[src/rtl/display_out_port.sv]
// display_out_port: host-to-terminal character port with da/rda_n handshake and a character queue.
// Define DSP_FIFO_EN for a FIFO_DEPTH-entry queue; otherwise a single holding register is used.
module display_out_port #(
    parameter int FIFO_DEPTH  = 4,
    parameter int SYNC_STAGES = 2
) (
    input  logic       clk,
    input  logic       rst,
    input  logic       wr_en,
    input  logic [7:0] wr_data,
    input  logic       clr_ovf,
    output logic [7:1] rd,
    output logic       da,
    input  logic       rda_n,
    output logic [7:0] dsp_status,
    output logic       full,
    output logic       empty,
    output logic       overflow
);
    if (FIFO_DEPTH < 2 || FIFO_DEPTH > 16 || (FIFO_DEPTH & (FIFO_DEPTH - 1)) != 0)
        $error("FIFO_DEPTH must be a power of two in 2..16");
    if (SYNC_STAGES < 2)
        $error("SYNC_STAGES must be at least 2");

    typedef enum logic [1:0] {IDLE, PRESENT, RELEASE} state_t;
    state_t state, state_nx;
    logic [SYNC_STAGES-1:0] sync;
    logic rda_s, load, pop, push, ovf_set;
    logic [6:0] head;
    logic unused_bit7;

    assign unused_bit7 = wr_data[7];
    assign rda_s = sync[SYNC_STAGES-1];
    // A write into a full queue is still accepted when the head leaves in the same cycle.
    assign push = wr_en && (!full || pop);
    assign ovf_set = wr_en && full && !pop;
    assign dsp_status = {full, 7'b0};

    always_ff @(posedge clk) begin
        if (rst) sync <= '1;
        else sync <= {sync[SYNC_STAGES-2:0], rda_n};
    end

    // Presenting is also gated on rda_s so da never rises while the terminal holds ack low.
    always_comb begin
        state_nx = state;
        load = 1'b0;
        pop = 1'b0;
        case (state)
            IDLE: if (!empty && rda_s) begin
                load = 1'b1;
                state_nx = PRESENT;
            end
            PRESENT: if (!rda_s) begin
                pop = 1'b1;
                state_nx = RELEASE;
            end
            RELEASE: if (rda_s) state_nx = IDLE;
            default: state_nx = IDLE;
        endcase
    end

    always_ff @(posedge clk) begin
        if (rst) begin
            state <= IDLE;
            da <= 1'b0;
            rd <= '0;
            overflow <= 1'b0;
        end else begin
            state <= state_nx;
            if (load) begin
                da <= 1'b1;
                rd <= head;
            end else if (pop) begin
                da <= 1'b0;
            end
            overflow <= ovf_set | (overflow & ~clr_ovf);
        end
    end

`ifdef DSP_FIFO_EN
    localparam int AW = $clog2(FIFO_DEPTH);
    logic [6:0] mem [FIFO_DEPTH];
    logic [AW-1:0] wp, rp;
    logic [AW:0] count;

    always_ff @(posedge clk) begin
        if (push) mem[wp] <= wr_data[6:0];
    end

    // The presented character stays in the queue until acknowledged, so it counts toward full.
    always_ff @(posedge clk) begin
        if (rst) begin
            wp <= '0;
            rp <= '0;
            count <= '0;
        end else begin
            if (push) wp <= wp + 1'b1;
            if (pop) rp <= rp + 1'b1;
            count <= count + (AW+1)'(push) - (AW+1)'(pop);
        end
    end

    assign head = mem[rp];
    assign full = count == (AW+1)'(FIFO_DEPTH);
    assign empty = count == '0;
`else
    logic [6:0] hold;
    logic occ;

    always_ff @(posedge clk) begin
        if (rst) occ <= 1'b0;
        else occ <= push | (occ & ~pop);
        if (push && !rst) hold <= wr_data[6:0];
    end

    assign head = hold;
    assign full = occ;
    assign empty = !occ;
`endif
endmodule

[config.mk]
export PLATFORM = sky130hd
export DESIGN_NAME = display_out_port
export DESIGN_NICKNAME = d
export VERILOG_FILES = /design/src/rtl/display_out_port.sv
export SDC_FILE = /design/constraint.sdc
export NUM_CORES = 1
export LEC_CHECK = 0
export BUFFER_PORTS_ARGS = -buffer_cell sky130_fd_sc_hd__clkbuf_2
export CORE_MARGIN = 1
export CORE_UTILIZATION = 49
export CTS_BUF_LIST = sky130_fd_sc_hd__clkbuf_8
export CTS_CLUSTER_DIAMETER = 80
export DETAILED_ROUTE_END_ITERATION = 16
export PLACE_DENSITY = 0.88
export SLEW_MARGIN = 20
export SYNTH_ARGS = -nofsm -noshare
export SYNTH_HDL_FRONTEND = slang
export SYNTH_SLANG_ARGS = --single-unit
[constraint.sdc]
create_clock -name clk -period 1.75 [get_ports clk]
set_input_delay 0.35 -clock clk [delete_from_list [all_inputs] [get_ports clk]]
set_output_delay 0.35 -clock clk [all_outputs]
set_load 0.05 [all_outputs]
==> qor.yml <==
drtAntennaViolNets: 0
slowest_stage: "dfxtp_1"
rsz0062_at_grt: "false"
drt_iter0_drc: 7
pwr_density_cell_nw_per_um2: 1088
synth_cells: 73
top_layer: "met4"
dr_total_vias: 557
synth-edff-count: 7
total_power_mw: 1.099
drive_gt1_share_pct: 35.05
switchingPower_mw: 0.3394
drc: 0
htreeDepth: 1
grt_use_total_pct: 15.66
end_kind: "register"
fin_skew_ps: 2.211
port_buffers: 23
synthToLayoutAreaGrowth_pct: 16.45
cp_max_fo: 7
comb_power_share_pct: 20.3
gr-total-overflow: 0
cts_tree: "yes"
hold_slack_ps: 256.4
cts_resized: 0
die_y_um: 44.07
grt_max_degree: 23
dr.pass1.iters: 6
report.final.slew_viol_count: 0
power_frac_seq_pct: 50.4
yosysWarnings: 0
status: "finished, final reports clean"
cp-start-kind: "register"
synthArstFlopShare_pct: 0
finalSetupViolCount: 0
yosysUniqueCellTypes: 23
finalHoldViolations: 0
die_w_um: 44.07
path_class: "reg -> reg"
cts_max_path_buffers: 2
cts_sinks: 21
grt_pass1_vias: 487
clock_latency_ps: 260
syn_avg_cell_area_sq_um: 11.88
numCtsBuffers: 3
grt_antenna_before_repair: 0
mappedNetlistArea_sq_um: 867.1
p_int_mw: 0.7593
hpwl_um: 966.7
grt_first_pass_wirelength_mm: 2.056
via_per_inst: 4.929
fin_setup_tns_ps: 0
wl_met2_um: 694
wl_met1_um: 558
hp-class: "in -> reg"
gp_congestion: 0.7014
setup_ws_ps: 356.1
synth-seq-cells: 21
synthFlopType: "dfxtp_1"
p_leak_nw: 0.4316
maxCapViolations: 0
post-route-period-util_pct: 79.65
fill_cells: 129
cp_cell_sequence: "nor3b_1 -> o21ba_2"
max_stage_delay_ps: 430
required_ps: 1720
core_area_sq_um: 1577
pwr-share-clk_pct: 29.4
wl_met3_um: 76
die_area_sq_um: 1942
wl_per_cell_um: 12.02
arrival_ps: 1360
ctsHoldBuffers: 0
top_level_ports: 32
cts-root-buf: "clkbuf_8"
std_cell_rows: 14
drt_wl_total_mm: 1.358
period_needed_ps: 1394
diodes: 0
final_nets: 111
dp_slack_ps: 355.5
vdd_ir_drop_max_v: 0.0008542
fmax_mhz: 717.4
ys_seq_area_share_pct: 56.57
initial_core_util_pct: 55.00
cts_setup_buffers: 0
cts.reportedPaths.clkPinSlew_ps: 80
switching_share_pct: 30.89
==> synthesized netlist by cell type (2+ instances only) <==
| cell | instances | share of area, % |
|---|---|---|
| buf_4 | 8 | 6.9 |
| nand2b_1 | 16 | 12 |
| edfxtp_1 | 7 | 24 |
| mux2i_1 | 7 | 8.1 |
| clkbuf_1 | 2 | 0.87 |
| or2_2 | 2 | 1.4 |
| inv_1 | 2 | 0.87 |
| dfxtp_1 | 14 | 32 |
==> per-stage QoR <==
step | cell area (sq um) | utilization [%] | instances
detailed placement | 960.9 | 60.95 | 109
CTS | 1010 | 64.05 | 113
finish | 1010 | 64.05 | 113
global route | 1010 | 64.05 | 113
global placement | 960.9 | 60.95 | 109
floorplan | 889.6 | - | 79
==> worst max-delay path, delay by kind of cell, from the launching register on <==
family | cells | cell delay (ps)
and+or+nand+nor | 1 | 370
DFF | 1 | 430
AOI/OAI and AO/OA | 1 | 290
==> power by group through the flow <==
| stage | Combinational (mW) | Sequential [mW] | Clock [mW] |
|---|---|---|---|
| after CTS | 0.224 | 0.554 | 0.330 |
| after global routing | 0.234 | 0.557 | 0.347 |
| after floorplan | 0.129 | 0.627 | 0 |
| after global placement | 0.219 | 0.563 | 0 |
| after detailed placement | 0.223 | 0.565 | 0 |
| final | 0.223 | 0.553 | 0.323 |
==> cells by family after synthesis <==
kind of cell | share of synthesized area, %
and+or+nand+nor | 18.90
DFF | 56.57
buffers and inverters | 9.958
muxes | 8.081
AOI/OAI and AO/OA | 5.051
xor gates and xnor gates | 1.010
other | 0.4325
==> metal layers <==
metal | vias up | track usage (%)
met4 | 0 | 10.91
met2 | 21 | 26.47
met5 | - | 0
met1 | 257 | 16.44
li1 | 275 | -
met3 | 4 | 4.898
==> registers in the layout, indices dropped and copies added, names as in the netlist <==
| register | flops |
|---|---|
| da | 1 |
| full | 1 |
| head | 7 |
| overflow | 1 |
| rd | 7 |
| state | 2 |
| sync | 2 |
==> placed cells by master (no fill, tap or decap), types with 2 or more instances in the layout <==
cell       n
nand2b_1  16
mux2i_1    7
edfxtp_1   7
or2_2      2
inv_1      2
conb_1     7
clkbuf_2  23
dfxtp_1   14
buf_4      2
clkbuf_8   3
==> area by class of cell <==
| cell class | instances | area, sq um | share of cell area [%] |
|---|---|---|---|
| clock buffer | 3 | 41.29 | 4.089 |
| multi-input combinational | 45 | 312.8 | 30.98 |
| sequential | 21 | 490.5 | 48.57 |
| clock inverter | 1 | 7.507 | 0.7435 |
| timing repair buffer | 25 | 130.1 | 12.89 |
| inverter | 2 | 7.507 | 0.7435 |
| tap | 16 | 20.02 | 1.983 |
==> path summary, 6_finish.rpt <==
check        slack, ps        from  cells after the start      end
max                360    state[0]                      2  head[6]
min                260  wr_data[6]                      1  head[6]
max reg2reg        360    state[0]                      2  head[6]
min reg2reg        430     sync[0]                      1  sync[1]
(Power assumes the default switching activity.)
